`config.mk`:
```
export PLATFORM = sky130hd
export DESIGN_NAME = ysyx_23060332_wb_arb
export DESIGN_NICKNAME = d
export VERILOG_FILES = /design/src/rtl/ysyx_23060332_wb_arb_pkg.sv /design/src/rtl/ysyx_23060332_scoreboard.sv /design/src/rtl/ysyx_23060332_wb_arb.sv
export SDC_FILE = /design/constraint.sdc
export NUM_CORES = 1
export LEC_CHECK = 0
export ABC_AREA = 0
export CORE_ASPECT_RATIO = 0.75
export CORE_MARGIN = 3
export CORE_UTILIZATION = 40
export CTS_BUF_LIST = sky130_fd_sc_hd__clkbuf_16
export CTS_CLUSTER_SIZE = 30
export DETAILED_ROUTE_END_ITERATION = 16
export PLACE_DENSITY = 0.65
export SYNTH_ARGS = -nofsm -noshare
export SYNTH_HDL_FRONTEND = slang
export SYNTH_SLANG_ARGS = --single-unit
export TNS_END_PERCENT = 1
```
`constraint.sdc`:
```
create_clock -name clk -period 4.5 [get_ports clk]
set_input_delay 1.125 -clock clk [delete_from_list [all_inputs] [get_ports clk]]
set_output_delay 1.125 -clock clk [all_outputs]
set_load 0.1 [all_outputs]
```
`src/rtl/ysyx_23060332_wb_arb_pkg.sv`:
```
// rtl/ysyx_23060332_wb_arb_pkg.sv - shared widths, counter limit and arbiter pointer encoding
package ysyx_23060332_wb_arb_pkg;

    localparam int WB_ADDR_W  = 5;
    localparam int WB_DATA_W  = 32;
    localparam int WB_CNT_W   = 2;
    localparam int WB_CNT_MAX = (1 << WB_CNT_W) - 1;

    typedef enum logic {
        PTR_EXU = 1'b0,
        PTR_LSU = 1'b1
    } wb_ptr_e;

endpackage

```
`src/rtl/ysyx_23060332_scoreboard.sv`:
```
// rtl/ysyx_23060332_scoreboard.sv - per-register pending-write counters with busy lookups
module ysyx_23060332_scoreboard
    import ysyx_23060332_wb_arb_pkg::*;
#(
    parameter int ADDR_W = WB_ADDR_W,
    parameter int CNT_W  = WB_CNT_W
) (
    input  logic              clk,
    input  logic              rst,
    input  logic              inc_valid_i,
    input  logic [ADDR_W-1:0] inc_addr_i,
    input  logic              dec_valid_i,
    input  logic [ADDR_W-1:0] dec_addr_i,
    input  logic [ADDR_W-1:0] raddr1_i,
    input  logic [ADDR_W-1:0] raddr2_i,
    output logic              busy1_o,
    output logic              busy2_o,
    output logic              full_o
);

    localparam int NREG = 1 << ADDR_W;

    logic [CNT_W-1:0] cnt_q [NREG];
    logic [CNT_W-1:0] cnt_d [NREG];

    always_comb begin
        cnt_d = cnt_q;
        for (int i = 1; i < NREG; i++) begin
            // Simultaneous inc and dec on one register cancel out.
            if (inc_valid_i && (inc_addr_i == ADDR_W'(i)) &&
                !(dec_valid_i && (dec_addr_i == ADDR_W'(i)))) begin
                cnt_d[i] = cnt_q[i] + CNT_W'(1);
            end else if (dec_valid_i && (dec_addr_i == ADDR_W'(i)) &&
                         !(inc_valid_i && (inc_addr_i == ADDR_W'(i))) &&
                         (cnt_q[i] != '0)) begin
                cnt_d[i] = cnt_q[i] - CNT_W'(1);
            end
        end
        cnt_d[0] = '0;
    end

    always_ff @(posedge clk or negedge rst) begin
        if (!rst) begin
            for (int i = 0; i < NREG; i++) begin
                cnt_q[i] <= '0;
            end
        end else begin
            cnt_q <= cnt_d;
        end
    end

    assign busy1_o = (raddr1_i != '0) && (cnt_q[raddr1_i] != '0);
    assign busy2_o = (raddr2_i != '0) && (cnt_q[raddr2_i] != '0);
    assign full_o  = (cnt_q[inc_addr_i] == {CNT_W{1'b1}});

endmodule

```
`src/rtl/ysyx_23060332_wb_arb.sv`:
```
// rtl/ysyx_23060332_wb_arb.sv - round-robin EXU/LSU writeback arbiter with RAW hazard scoreboard
module ysyx_23060332_wb_arb
    import ysyx_23060332_wb_arb_pkg::*;
#(
    parameter int ADDR_W = WB_ADDR_W,
    parameter int DATA_W = WB_DATA_W,
    parameter int CNT_W  = WB_CNT_W
) (
    input  logic              clk,
    input  logic              rst,
    input  logic              issue_valid,
    input  logic [ADDR_W-1:0] issue_waddr,
    output logic              issue_ready,
    input  logic              exu_valid,
    input  logic [ADDR_W-1:0] exu_waddr,
    input  logic [DATA_W-1:0] exu_wdata,
    output logic              exu_ready,
    input  logic              lsu_valid,
    input  logic [ADDR_W-1:0] lsu_waddr,
    input  logic [DATA_W-1:0] lsu_wdata,
    output logic              lsu_ready,
    input  logic [ADDR_W-1:0] raddr1,
    input  logic [ADDR_W-1:0] raddr2,
    output logic              stall,
    output logic              reg_wen,
    output logic [ADDR_W-1:0] waddr,
    output logic [DATA_W-1:0] wdata
);

    wb_ptr_e           ptr_q, ptr_d;
    logic              exu_gnt, lsu_gnt, xfer;
    logic [ADDR_W-1:0] gnt_addr;
    logic [DATA_W-1:0] gnt_data;
    logic              wen_q, wen_d;
    logic [ADDR_W-1:0] waddr_q, waddr_d;
    logic [DATA_W-1:0] wdata_q, wdata_d;
    logic              issue_acc, busy1, busy2, full;

    // Readies stay low while reset is asserted so nothing can transfer.
    always_comb begin
        exu_gnt = 1'b0;
        lsu_gnt = 1'b0;
        if (rst) begin
            if (exu_valid && lsu_valid) begin
                exu_gnt = (ptr_q == PTR_EXU);
                lsu_gnt = (ptr_q == PTR_LSU);
            end else begin
                exu_gnt = exu_valid;
                lsu_gnt = lsu_valid;
            end
        end
    end

    assign exu_ready = exu_gnt;
    assign lsu_ready = lsu_gnt;
    assign xfer      = exu_gnt | lsu_gnt;
    assign gnt_addr  = lsu_gnt ? lsu_waddr : exu_waddr;
    assign gnt_data  = lsu_gnt ? lsu_wdata : exu_wdata;

    always_comb begin
        ptr_d   = ptr_q;
        wen_d   = 1'b0;
        waddr_d = waddr_q;
        wdata_d = wdata_q;
        if (exu_gnt) begin
            ptr_d = PTR_LSU;
        end else if (lsu_gnt) begin
            ptr_d = PTR_EXU;
        end
        if (xfer) begin
            wen_d   = (gnt_addr != '0);
            waddr_d = gnt_addr;
            wdata_d = gnt_data;
        end
    end

    always_ff @(posedge clk or negedge rst) begin
        if (!rst) begin
            ptr_q   <= PTR_EXU;
            wen_q   <= 1'b0;
            waddr_q <= '0;
            wdata_q <= '0;
        end else begin
            ptr_q   <= ptr_d;
            wen_q   <= wen_d;
            waddr_q <= waddr_d;
            wdata_q <= wdata_d;
        end
    end

    assign reg_wen = wen_q;
    assign waddr   = waddr_q;
    assign wdata   = wdata_q;

    assign issue_ready = rst && ((issue_waddr == '0) || !full);
    assign issue_acc   = issue_valid && issue_ready && (issue_waddr != '0);
    assign stall       = rst && (busy1 || busy2);

    ysyx_23060332_scoreboard #(
        .ADDR_W (ADDR_W),
        .CNT_W  (CNT_W)
    ) u_scoreboard (
        .clk         (clk),
        .rst         (rst),
        .inc_valid_i (issue_acc),
        .inc_addr_i  (issue_waddr),
        .dec_valid_i (wen_q),
        .dec_addr_i  (waddr_q),
        .raddr1_i    (raddr1),
        .raddr2_i    (raddr2),
        .busy1_o     (busy1),
        .busy2_o     (busy2),
        .full_o      (full)
    );

endmodule

```
-- Word level (Yosys, flattened, before mapping)
Cells that the tools add are included.
- equal/unequal tests: 63
- magnitude comparators: 3
- muxes and demuxes: 80
- reductions and logical operators: 297
- add/subtract/negate cells: 62
- bitwise logic cells: 5
- operator list (kind ; number):
    $logic_and A1 B1 Y1 ; 162
    $eq A5 B5 Y1 const B ; 32
    $mux W2 ; 68
    $reduce_bool A2 Y1 ; 65
    $eq A5 B4 Y1 const B ; 16
    $logic_not A1 Y1 ; 63
    $add A2 B1 Y2 const B ; 31
    $sub A2 B1 Y2 const B ; 31
    $eq A5 B3 Y1 const B ; 8
    $mux W32 ; 1
    $bmux W2 S5 ; 3
    $eq A5 B2 Y1 const B ; 4
    $reduce_bool A5 Y1 ; 4
    $ge A6 B6 Y1 const B ; 3
    $not A5 Y6 ; 3
    $eq A5 B1 Y1 const B ; 2
    $mux W1 ; 7
    $logic_not A5 Y1 ; 1
    $mux W5 ; 1
    $eq A2 B2 Y1 const B ; 1
    $logic_or A1 B1 Y1 ; 2
    $not A1 Y1 ; 1
    $or A1 B1 Y1 ; 1
- register bits after elaboration: 101
- input port bits: 94
- logic and storage cells: 545
- output and inout bits: 42

-- Logic depth before layout (Yosys ltp)
Gate-level depths: netlist of the first run.
- depth in word-level cells: 16
- depth in mapped cells: 12
- gate-level depth less buffers: 7

-- By module
Synthesis of the first run repeated with hierarchy kept, for this count alone.
- cells, all modules: 827
- area, all modules: 7143.1 um2
- modules (own cells, without submodules) (module ; seq. area each (um2) ; area an instance (um2) ; instances ; cells each):
    ysyx_23060332_scoreboard ; 1551.5 ; 4907.2 ; 1 ; 585
    ysyx_23060332_wb_arb ; 975.9 ; 2235.9 ; 1 ; 242

-- Worst setup path before layout of the first run
Ideal clock, no wire load.
- kind: input to output
- start: input raddr2[2]
- end: output stall
- required time: 3.375 ns
- data arrival time: 3.170 ns
- buffers on the path: 2
- stages: 7
- setup slack: 0.205 ns
- cell sequence: clkbuf_1 clkbuf_1 mux4_2 a211oi_1 a21oi_1 a21oi_1 o21a_1
- word-level cells in the longest chain between the ends: 8
- elaborated cells between the ends (all ways): 9
- those cells by class: mux (3); bitwise (1); reduce/logical (5)
- ends and longest elaborated chain (what ; RTL line ; text):
    from (decl) ; ysyx_23060332_wb_arb.sv:23 ; input logic [ADDR_W-1:0] raddr2,
    $not A5 Y6 (implied by the code) ; ysyx_23060332_scoreboard.sv:53 ; assign busy2_o = (raddr2_i != '0) && (cnt_q[raddr2_i] != '0);
    $bmux W2 S5 ; ysyx_23060332_scoreboard.sv:53 ;
    $mux W2 (implied by the code) (2 in series) ; ysyx_23060332_scoreboard.sv:53 ;
    $reduce_bool A2 Y1 ; ysyx_23060332_scoreboard.sv:53 ;
    $logic_and A1 B1 Y1 (*) ; ysyx_23060332_scoreboard.sv:53 ;
    $logic_or A1 B1 Y1 (*) ; ysyx_23060332_wb_arb.sv:97 ; assign stall = rst && (busy1 || busy2);
    $logic_and A1 B1 Y1 (*) ; ysyx_23060332_wb_arb.sv:97 ;
    to (decl) ; ysyx_23060332_wb_arb.sv:24 ; output logic stall,
Every way passes the cells marked *; elsewhere a longest branch is shown, timed or not. The select of a mux whose other input is x is not followed.

-- Worst setup path after layout of the first run
- start: input issue_waddr[1]
- end: output issue_ready
- word-level cells in the longest chain between the ends: 8
- elaborated cells between the ends (all ways): 9
- those cells by class: eq/ne (1); mux (3); bitwise (1); reduce/logical (4)
- ends and longest elaborated chain (what ; RTL line ; text):
    from (decl) ; ysyx_23060332_wb_arb.sv:12 ; input logic [ADDR_W-1:0] issue_waddr,
    $not A5 Y6 (implied by the code) ; ysyx_23060332_scoreboard.sv:54 ; assign full_o = (cnt_q[inc_addr_i] == {CNT_W{1'b1}});
    $bmux W2 S5 ; ysyx_23060332_scoreboard.sv:54 ;
    $mux W2 (implied by the code) (2 in series) ; ysyx_23060332_scoreboard.sv:54 ;
    $eq A2 B2 Y1 ; ysyx_23060332_scoreboard.sv:54 ;
    $logic_not A1 Y1 ; ysyx_23060332_wb_arb.sv:95 ; assign issue_ready = rst && ((issue_waddr == '0) || !full);
    $logic_or A1 B1 Y1 (*) ; ysyx_23060332_wb_arb.sv:95 ;
    $logic_and A1 B1 Y1 (*) ; ysyx_23060332_wb_arb.sv:95 ;
    to (decl) ; ysyx_23060332_wb_arb.sv:13 ; output logic issue_ready,
Marks and branches as above.

==> out/qor.yml, run 1 <==
synth:
  syn_nets: 878
  ys_ff_latch: 101
  netlist_top_cells_count: "104 x nand2_1, 101 x dfrtp_1, 90 x o21ai_0, 67 x nor2_1, 51 x mux2i_1"
  synth_edf_count: 0
  synth.distinct_cells: 57
  synth_top_area_frac: 0.3755
  ys_seq_area_frac: 0.3755
  syn_area_per_cell_um2: 8.586
  synth.most_common_cell: "nand2_1"
  yosysWarnings: 0
  synthCells: 784
  synth_ff_type: "dfrtp_1"
  async_flop_share: 1.000
  synth_top_cell_by_area: "dfrtp_1"
  syn_area_um2: 6731
  synthTopCellsByArea: "dfrtp_1 38%, mux2i_1 7.6%, o21ai_0 6.7%"
cts:
  clkLatencyLatePin_ns: 0.36
  clock_sinks: 101
  clock_path_buffers: 2
  clk_pin_slew_ns: 0.07
  holdBufCountCts: 0
  cts_tree: "yes"
  cts_max_level: 3
  clock-root-buffer: "clkbuf_16"
  numCtsBuffers: 9
critical_path:
  path_max_fanout: 18
  reg2reg_slack_ns: 1.71
  crit_path_start_kind: "primary input"
  crit_arrival_ns: 3.29
  crit_chain: "clkdlybuf4s50_1 -> buf_12 -> mux2_2 -> a221o_1 -> a31oi_4 -> a221oi_4 -> nor2_1 -> buf_4 -> buf_12"
  cp_slowest_cell: "clkdlybuf4s50_1"
  critPathRequiredTime_ns: 3.38
  cp_common_cell: "buf_12"
  critPathKind: "in2out"
  cpPeakStageDelay_ns: 0.51
  cp-end-kind: "primary output"
cells_and_area:
  area_growth_pct: 30.24
  diodes: 0
  stdcell_count: 1132
  nets: 1011
  final_layout_size_suffix_gt1_frac: 0.08460
pwr:
  irDropWorstVdd_mv: 0.2185
  leakagePower_nw: 3.541
  power_density_nw_per_um2: 395.6
die:
  num_rows: 40
  core_um2: 16270
  die_x_um: 155.8
  dieArea_um2: 18440
  pin_count: 136
  die_y_um: 118.3
  initial_core_util: 0.4138
global_route:
  first_global_vias: 6111
  grt_max_degree: 48
  track_usage: 0.2342
  antenna_found_initial: 0
  overflow: 0
  grt_pass1_wl_mm: 34.20
placed_design:
  gp_congestion: 0.9513
  io_buffers: 135
  dpl.hpwl_mm: 16.50
  dp.cells: 1116
routing:
  drtIter0Drc: 540
  vias_per_cell: 5.798
  num_vias: 6563
  wire_per_inst_um: 19.04
  postRouteAntennaNets: 0
  firstDrtPassIters: 6
  drc_errors: 0
  routed_wl_mm: 21.56
sta:
  fin_tns_setup_ns: 0
  fin_skew_ns: 0.008203
  post-route-period-util: 0.9819
  min_period_ns: 4.418
  setup_viol: 0
  slew_violations: 0
  tightest_slew_ns: 1.016
  slew_headroom: 0.3207
  rsz0062_at_grt: "false"
  fmax_ghz: 0.2263
  hold_viol: 0
hold_path:
  worstHoldPathType: "reg2reg"
status:
  status: "finished, final reports clean"
job:
  maxCapViolations: 0
-- per-layer routing --
metal	vias up	part of all wire	GRT usage
met1	3108	0.48	0.3626
met5	-	0	0
met3	17	0.093	0.05344
li1	3157	-	-
met4	0	0.0098	0.04082
met2	281	0.42	0.3357
-- critical path: cells and delay by family --
family,cells,cell delay [ns]
muxes,1,0.34
buffers and inverters,4,0.99
and+or+nand+nor,1,0.14
AOI/OAI and AO/OA,3,0.66
-- placed cells by master (no fill, tap or decap), types with 4 or more instances in the layout --
cell type and instances:
o21ai_0 89, a41oi_1 4, inv_1 28, nand2_1 104
a211oi_1 38, a31oi_1 20, nand3_1 13, xnor2_1 8
nor3_1 41, clkdlybuf4s50_1 130, o22a_1 7, nor4_2 4
o21a_1 12, nand4_1 10, nor2b_1 10, and2_1 6
buf_12 6, a22oi_1 13, nor2_1 67, nand2b_1 11
buf_4 29, mux4_2 11, dfrtp_1 101, a21oi_1 34
mux2i_1 51, clkbuf_16 9, and3_1 11
-- area by class of cell --
type                    count  area, um^2
fillers                  1518        7498
inverters                  27       101.3
multi-input cells         613        3938
repair buffers            165        1639
clock buffers               9       225.2
well taps                 210       262.8
flip-flops and latches    101        2527
clock inverters             7       73.82
-- logic make-up (layout without fill, tap and decap cells) --
kind of cell / after synthesis / count (layout) / synth area share
muxes: 69 / 69 / 0.1288
xor gates and xnor gates: 10 / 10 / 0.01301
AOI/OAI and AO/OA: 245 / 245 / 0.2351
and+or+nand+nor: 289 / 289 / 0.2026
buffers and inverters: 70 / 208 / 0.04498
DFF: 101 / 101 / 0.3755
-- report_power, final --
part	internal, mW	switching (mW)
Combinational	0.478	0.823
Clock	0.435	0.372
Sequential	1.09	0.269
Total	2.00	1.46
-- state kept, by name, summed over array words and instances (netlist names) --
name	flops
waddr	5
wdata	32
ptr_q	1
u_scoreboard.cnt_q	62
reg_wen	1
-- metrics by stage --
| stage | setup WS [ns] | power [mW] | utilization | instance area [um^2] | hold slack, ns |
|---|---|---|---|---|---|
| 4_1_cts | 0.05312 | 3.473 | 0.5385 | 8758 | 0.4863 |
| 6_report | 0.08167 | 3.468 | 0.5390 | 8767 | 0.4793 |
| 2_1_floorplan | 0.2054 | 2.173 | - | 6731 | 0.4776 |
| 3_5_place_dp | 0.07539 | 2.657 | 0.5201 | 8459 | 0.4693 |
| 3_3_place_gp | 0.07094 | 2.652 | 0.5201 | 8459 | 0.4624 |
| 5_1_grt | 0.01592 | 3.640 | 0.5390 | 8767 | 0.5095 |
-- final timing paths --
kind	cells past startpoint	startpoint	to
setup / recovery	9	issue_waddr[1]	issue_ready
hold / removal	2	wdata[20]$_DFFE_PN0P_	wdata[20]$_DFFE_PN0P_
setup reg to reg	7	u_scoreboard.cnt_q[57]$_DFFE_PN0P_	u_scoreboard.cnt_q[2]$_DFFE_PN0P_
hold reg to reg	2	wdata[20]$_DFFE_PN0P_	wdata[20]$_DFFE_PN0P_
max in group asynchronous	3	rst	wdata[23]$_DFFE_PN0P_
min in group asynchronous	2	rst	reg_wen$_DFF_PN0_
-- timing repair --
action,in CTS,in global routing
setup buffers,0,0
endpoints found under the setup margin,0,1
hold endpoints to repair,0,0
resized for setup,0,1
Note: power is estimated with default switching activity, not from simulation.
==> run 2, diff against run 1 <==
- CAP_MARGIN: unset -> 20
- CORE_MARGIN: 3 -> unset
- SLEW_MARGIN: unset -> 40
==> out/qor.yml, run 2 (same netlist as run 1, synthesis figures left out) <==
global_route:
  track_usage: 0.2571  # was 0.2342
  grt_max_degree: 76  # was 48
  overflow: 0  # unchanged
  first_global_vias: 5910  # was 6111
  grt_pass1_wl_mm: 33.50  # was 34.20 mm
  antenna_found_initial: 0  # unchanged
cts:
  numCtsBuffers: 9  # unchanged
  clock-root-buffer: "clkbuf_16"  # unchanged
  clock_sinks: 101  # unchanged
  holdBufCountCts: 0  # unchanged
  clkLatencyLatePin_ns: 0.36  # about the same
  cts_tree: "yes"  # unchanged
  cts_max_level: 3  # unchanged
  clock_path_buffers: 2  # unchanged
  clk_pin_slew_ns: 0.08  # was 0.07 ns
critical_path:
  critPathKind: "in2out"  # unchanged
  path_max_fanout: 17  # was 18
  cp-end-kind: "primary output"  # unchanged
  crit_path_start_kind: "primary input"  # unchanged
  crit_arrival_ns: 3.25  # was 3.29 ns
  critPathRequiredTime_ns: 3.38  # about the same
die:
  die_y_um: 114.3  # was 118.3 um
  pin_count: 136  # unchanged
  dieArea_um2: 17360  # was 18440 um^2
  num_rows: 40  # unchanged
  initial_core_util: 0.4151  # was 0.4138
  die_x_um: 151.8  # was 155.8 um
  core_um2: 16220  # was 16270 um^2
cells_and_area:
  final_util: 0.5290  # was 0.5390
  area_growth_pct: 27.43  # was 30.24%
  largest_reg_flops: 62  # unchanged
  final_layout_size_suffix_gt1_frac: 0.1253  # was 0.08460
  diodes: 0  # unchanged
  fin_area_um2: 8578  # was 8767 um^2
  nets: 1007  # was 1011
  mostFrequentLayoutCells: "104 x nand2_1, 101 x dfrtp_1, 90 x clkdlybuf4s50_1"  # was 130 x clkdlybuf4s50_1, 104 x nand2_1, 101 x dfrtp_1
  top_register: "u_scoreboard.cnt_q"  # unchanged
  fill_cells: 1582  # was 1518
  stdcell_count: 1128  # was 1132
  final_common_cell: "nand2_1"  # was clkdlybuf4s50_1
routing:
  wire_per_inst_um: 18.91  # was 19.04 um
  drtIter0Drc: 641  # was 540
  vias_per_cell: 5.785  # was 5.798
  num_vias: 6526  # was 6563
  firstDrtPassIters: 7  # was 6
  routed_wl_mm: 21.33  # was 21.56 mm
  drc_errors: 0  # unchanged
  postRouteAntennaNets: 0  # unchanged
job:
  maxCapViolations: 0  # unchanged
placed_design:
  gp_congestion: 0.9688  # was 0.9513
  dp.cells: 1112  # was 1116
  place_ws_ns: 0.1270  # was 0.07539 ns
  dpl.hpwl_mm: 16.37  # was 16.50 mm
  place_area_um2: 8245  # was 8459 um^2
  io_buffers: 135  # unchanged
sta:
  tightest_slew_ns: 0.8094  # was 1.016 ns
  min_period_ns: 4.375  # was 4.418 ns
  hold_viol: 0  # unchanged
  fin_tns_setup_ns: 0  # unchanged
  slew_violations: 0  # unchanged
  layout_setup_ws_ns: 0.1246  # was 0.08167 ns
  timing.hold.ws_ns: 0.4781  # was 0.4793 ns
  post-route-period-util: 0.9723  # was 0.9819
  fin_skew_ns: 0.008672  # was 0.008203 ns
  rsz0062_at_grt: "false"  # unchanged
  fmax_ghz: 0.2285  # was 0.2263 GHz
  setup_viol: 0  # unchanged
  slew_headroom: 0.4563  # was 0.3207
hold_path:
  worstHoldPathType: "reg2reg"  # unchanged
pwr:
  power_density_nw_per_um2: 402.5  # was 395.6 nW/um^2
  total_power_mw: 3.453  # was 3.468 mW
  leakagePower_nw: 3.573  # was 3.541 nW
  irDropWorstVdd_mv: 0.2026  # was 0.2185 mV
status:
  status: "finished, final reports clean"  # unchanged
[run 2: area by class of cell]
type,count,area [um^2],share of cell area
clock buffer,9,225.2,0.02625
clock inverter,7,91.34,0.01065
sequential,101,2527,0.2946
tap,210,262.8,0.03063
inverter,27,101.3,0.01181
multi-input combinational,613,3943,0.4596
timing repair buffer,161,1428,0.1664
[run 2: power by group]
| part | total (mW) | internal, mW | switching [mW] |
|---|---|---|---|
| logic | 1.25 | 0.433 | 0.816 |
| registers | 1.37 | 1.09 | 0.281 |
| clock network | 0.832 | 0.407 | 0.425 |
[run 2: metal layers]
metal | global-route usage | up-vias | part of all wire
li1 | - | 3152 | -
met1 | 0.3971 | 3080 | 0.49
met2 | 0.3455 | 269 | 0.40
met3 | 0.07490 | 25 | 0.095
met4 | 0.06007 | 0 | 0.016
met5 | 0 | - | 0
[run 2: final timing paths]
path / startpoint / to / slack (ns) / cells past startpoint
worst max-delay path: issue_waddr[1] / issue_ready / 0.12 / 9
worst min-delay path: wdata[10]$_DFFE_PN0P_ / wdata[10]$_DFFE_PN0P_ / 0.48 / 2
worst max register to register: u_scoreboard.cnt_q[57]$_DFFE_PN0P_ / u_scoreboard.cnt_q[14]$_DFFE_PN0P_ / 1.75 / 7
worst min register to register: wdata[10]$_DFFE_PN0P_ / wdata[10]$_DFFE_PN0P_ / 0.48 / 2
max in group asynchronous: rst / u_scoreboard.cnt_q[55]$_DFFE_PN0P_ / 2.66 / 3
min in group asynchronous: rst / wdata[20]$_DFFE_PN0P_ / 0.81 / 2
[run 2: what timing repair did]
action                                  4_1_cts  5_1_grt
gates resized for setup                       0        3
setup buffers                                 0        0
hold endpoints to repair                      0        0
endpoints found under the setup margin        0        2
[run 2: critical path: stages]
cell and delay, ns:
clkdlybuf4s50_1 0.51, buf_12 0.17, mux2_2 0.34, a221o_1 0.34, a31oi_4 0.24, a221oi_4 0.08
nor2_1 0.12, buf_4 0.14, buf_12 0.17
==> patch 1: new RTL, flow settings as in run 2 <==
Change the package constant `WB_DATA_W` from 32 to 24.
--- a/src/rtl/ysyx_23060332_wb_arb_pkg.sv
+++ b/src/rtl/ysyx_23060332_wb_arb_pkg.sv
@@ -4,3 +4,3 @@
     localparam int WB_ADDR_W  = 5;
-    localparam int WB_DATA_W  = 32;
+    localparam int WB_DATA_W  = 24;
     localparam int WB_CNT_W   = 2;
Interface: changed (resized exu_wdata, lsu_wdata and wdata); port bits go from 136 to 112. No check against the original RTL was run, so the function may have changed too.
==> patch 1 against run 2 <==
- non-clock buffer count shrank 21
- clock skew fell by 1.9 ps
- wire length is 4.6% lower
- die area fell by 2.9%
- total power decreased by 2.2%
- first-iteration DRC count decreased by 16%
- sequential share of layout area down 0.87 points
- sequential cell count fell by 8
- setup slack better by 27 ps
- area after synthesis is 2.9% lower
- design area down 5.1%
- synthesized cell count shrank 1.0%
==> patch 1: results (changes against run 2) <==
Synthesis
  • Unique masters post-synth: 65 (was 57)
  • Top cells by area in the synthesized netlist: dfrtp_1 36%, o21ai_0 6.7%, mux2i_1 6.3%, nand2_1 4.8%, nor2_1 4.7% (was dfrtp_1 38%, mux2i_1 7.6%, o21ai_0 6.7%, nand2_1 5.8%, a211oi_1 4.2%)
  • Synth Area in XOR/XNOR: 0.9383% (was 1.301%)
  • Syn nets: 854 (was 878)
  • Seq/Total Area, Yosys: 35.62% (was 37.55%)
  • Mux share of post-synthesis cell area: 12.03% (was 12.88%)
  • Synth Area in Compound Gates: 23.36% (was 23.51%)

Global route
  • Largest net degree at the start of global routing: 47 (was 76)
  • Overall routing resource usage: 25.23% (was 25.71%)
  • First-pass GRT wire length: 32130 µm (was 33500 µm)

Detailed routing
  • Routed length per instance: 18.49 µm (was 18.91 µm)
  • First drt pass iteration count: 5 (was 7)
  • Iteration-0 DRC Markers: 539 (was 641)

Worst setup path
  • CP Max Fanout: 24 (was 17)
  • Slowest stage delay, CP: 550 ps (was 510 ps)
  • Worst r2r src: u_scoreboard.cnt_q[31] (was u_scoreboard.cnt_q[57])
  • Worst R2R End: u_scoreboard.cnt_q[26] (was u_scoreboard.cnt_q[14])
  • Worst reg2reg setup slack: 1970 ps (was 1750 ps)
  • CP max-delay cell: mux4_1 (was clkdlybuf4s50_1)
  • Worst Reg-to-Reg Cells: 8 (was 7)

Placed design
  • Placed cell area: 7865 µm² (was 8245 µm²)
  • Gpl congestion: 1.029 (was 0.9688)
  • Post-DP HPWL: 15760 µm (was 16370 µm)
  • Pre-CTS WS: 152.8 ps (was 127.0 ps)

Run status
  • Status: completed (unchanged)

Layout
  • Final nets: 963 (was 1007)
  • Fillers: 1521 (was 1582)

Min path
  • Worst hold path startpoint: wdata[7] (was wdata[10])

Pwr
  • Peak supply drop: 0.1877 mV (was 0.2026 mV)
  • LEAKAGE: 3.348 nW (was 3.573 nW)

Timing
  • Rel. slew slack: 50.89% (was 45.63%)
-- patch 1: where the power goes --
part / total, mW / internal, mW / switching, mW
Clock: 0.724 / 0.377 / 0.346
Sequential: 1.42 / 1.05 / 0.370
Combinational: 1.23 / 0.480 / 0.754
Total: 3.38 / 1.91 / 1.47
-- patch 1: how the worst max path moves through the flow --
stage | from | endpoint | slack [ps] | cells past startpoint
finish | issue_waddr[0] | issue_ready | 150 | 8
global route | raddr2[0] | stall | 30 | 9
CTS | raddr2[0] | stall | 140 | 9
detailed placement | raddr2[0] | stall | 150 | 9
global placement | issue_waddr[1] | issue_ready | 160 | 8
floorplan | issue_waddr[1] | issue_ready | 210 | 8
-- patch 1: area by class of cell --
type                       count  share of cell area [%]
clock inverter                 7                  0.6148
tap                          210                   3.228
multi-input combinational    621                   48.76
inverter                      20                  0.9222
sequential                    93                   28.59
clock buffer                   9                   2.767
timing repair buffer         140                   15.12
-- patch 1: routing by layer --
metal | global-route usage [%] | vias up | routed length, µm
met3 | 9.106 | 19 | 2244
met5 | 0 | - | 0
met1 | 38.11 | 3010 | 9672
met4 | 6.395 | 0 | 311
met2 | 33.30 | 272 | 8114
li1 | - | 3093 | -
-- patch 1: tightest hold or removal path, cell delays in order, from the launching register on --
cell	delay [ps]
dfrtp_1	340
nand2_1	40
o21ai_0	60
-- patch 1: cells by family after synthesis --
group / after synthesis
AO/OA/AOI/OAI: 237
XOR/XNOR: 7
buffers and inverters: 62
flip-flops: 93
multiplexers: 60
AND/OR/NAND/NOR: 317
-- patch 1: metrics by stage --
| stage | utilization, % | hold WS [ps] | cells | power [mW] |
|---|---|---|---|---|
| floorplan | - | 476.5 | 776 | 2.190 |
| global route | 50.99 | 494.7 | 1100 | 3.549 |
| CTS | 50.99 | 481.7 | 1100 | 3.370 |
| global placement | 49.98 | 460.5 | 1082 | 2.661 |
| finish | 50.99 | 476.2 | 1100 | 3.376 |
| detailed placement | 49.26 | 465.5 | 1084 | 2.640 |
==> patch 2: new RTL, config.mk and constraints of run 2 <==
Without the edit above. `wdata_q` no longer has a reset.
--- a/src/rtl/ysyx_23060332_wb_arb.sv
+++ b/src/rtl/ysyx_23060332_wb_arb.sv
@@ -81,3 +81,2 @@
             waddr_q <= '0;
-            wdata_q <= '0;
         end else begin
@@ -86,4 +85,7 @@
             waddr_q <= waddr_d;
-            wdata_q <= wdata_d;
         end
+    end
+
+    always_ff @(posedge clk) begin
+        wdata_q <= wdata_d;
     end
Behaviour: not the same (a bounded check fails within 4 cycles, from zero or initial values and one cycle with rst low; the reset may be asserted at any time).
==> patch 2 against run 2 <==
- total power down 10%
- area after synthesis decreased by 2.3%
- maximum frequency shrank 1.4%
- die area decreased by 2.3%
- sequential cell count unchanged
- sequential share of layout area grew 2.6 points
- setup slack got worse by 61 ps
- critical path depth stayed put
- combinational power is 26% lower
- largest cell class unchanged
- highest routed layer unchanged
- design area decreased by 2.3%
- wire length fell by 5.2%
- global-route usage down 0.50 points
- clock power increased by 1%
==> patch 2: results (changes against run 2) <==
Worst setup path
  • CP Max Fanout: 14 (was 17)
  • Worst r2r src: u_scoreboard.cnt_q[61] (was u_scoreboard.cnt_q[57])
  • Worst EP arrival: 3310 ps (was 3250 ps)
  • Slowest stage delay, CP: 490 ps (was 510 ps)
  • Worst R2R End: u_scoreboard.cnt_q[56] (was u_scoreboard.cnt_q[14])
  • CP max-delay cell: o41a_1 (was clkdlybuf4s50_1)

Detailed routing
  • Wire length on met1: 8737 µm (was 10430 µm)
  • Detail Route met3 WL: 1833 µm (was 2024 µm)
  • Met2 Routed Length: 9244 µm (was 8549 µm)
  • Via-to-Cell Ratio: 5.958 (was 5.785)
  • Iteration-0 DRC Markers: 394 (was 641)

Layout
  • Seq_cells: 101 (unchanged)
  • Final nets: 890 (was 1007)
  • Share of layout cells above drive strength 1: 20.85% (was 12.53%)
  • Fraction of area in multi-input gates: 43.61% (was 45.96%)
  • Seq area share: 32.08% (was 29.46%)
  • Bufs w/o clock: 154 (was 161)
  • Buffer share of cell area: 16.49% (was 16.64%)
  • Fillers: 1461 (was 1582)
  • Final Non-Filler Cells: 1011 (was 1128)

Pwr
  • P_sw: 1.188 mW (was 1.522 mW)
  • PD cells: 370.1 nW/µm² (was 402.5 nW/µm²)
  • Sequential power: 1.33 mW (was 1.37 mW)

Placed design
  • Pre-CTS WS: 21.98 ps (was 127.0 ps)
  • Placed Cells: 995 (was 1112)
  • Post-DP HPWL: 15580 µm (was 16370 µm)

Synthesis
  • Syn nets: 758 (was 878)
  • Synth async-reset ratio: 68.32% (was 100.0%)
  • EDFF count, synth: 32 (was 0)

Timing
  • Rel. slew slack: 49.67% (was 45.63%)
  • Final worst setup slack: 63.83 ps (was 124.6 ps)

Global route
  • First-pass GRT wire length: 32530 µm (was 33500 µm)
  • Largest net degree at the start of global routing: 43 (was 76)
  • M3 GR Usage: 9.194% (was 7.490%)
  • GR Layer Usage met1: 33.43% (was 39.71%)
  • Vias in the first global route: 6184 (was 5910)

Run status
  • Status: completed (unchanged)

Min path
  • Worst hold path startpoint: ptr_q (was wdata[10])
  • Cells on Worst Hold Path: 1 (was 2)

Floorplanning
  • DIE AREA: 16960 µm² (was 17360 µm²)
[patch 2: cell count changes in the layout (fill, tap and decap cells not counted), sizes merged, moves of 15 or more]
cell	before	now
a31oi	21	2
dfrtp	101	69
edfxtp	0	32
mux2	5	40
mux2i	51	11
nand2	104	43
nor2	68	92
nor3	41	20
o21a	12	27
o21ai	90	49
[patch 2: how the worst max path moves through the flow]
stage               depth (start not counted)          end
CTS                                         9        stall
finish                                      9        stall
global route                                8  issue_ready
floorplan                                   8        stall
detailed placement                          9        stall
global placement                            6        stall
[patch 2: worst register-to-register path, cell delays in order, from the launching register on]
cell      delay, ps
dfrtp_1         450
mux2_4          300
a221oi_2        330
nor4_2          110
o21a_4          280
or3_4           410
a311oi_1        300
a21oi_1          60
[patch 2: cells by family after synthesis]
kind of cell | share of synthesized area [%]
AND/OR/NAND/NOR | 19.03
AO/OA/AOI/OAI | 20.36
flip-flops | 40.88
multiplexers | 15.20
buffers and inverters | 3.863
XOR/XNOR | 0.6660
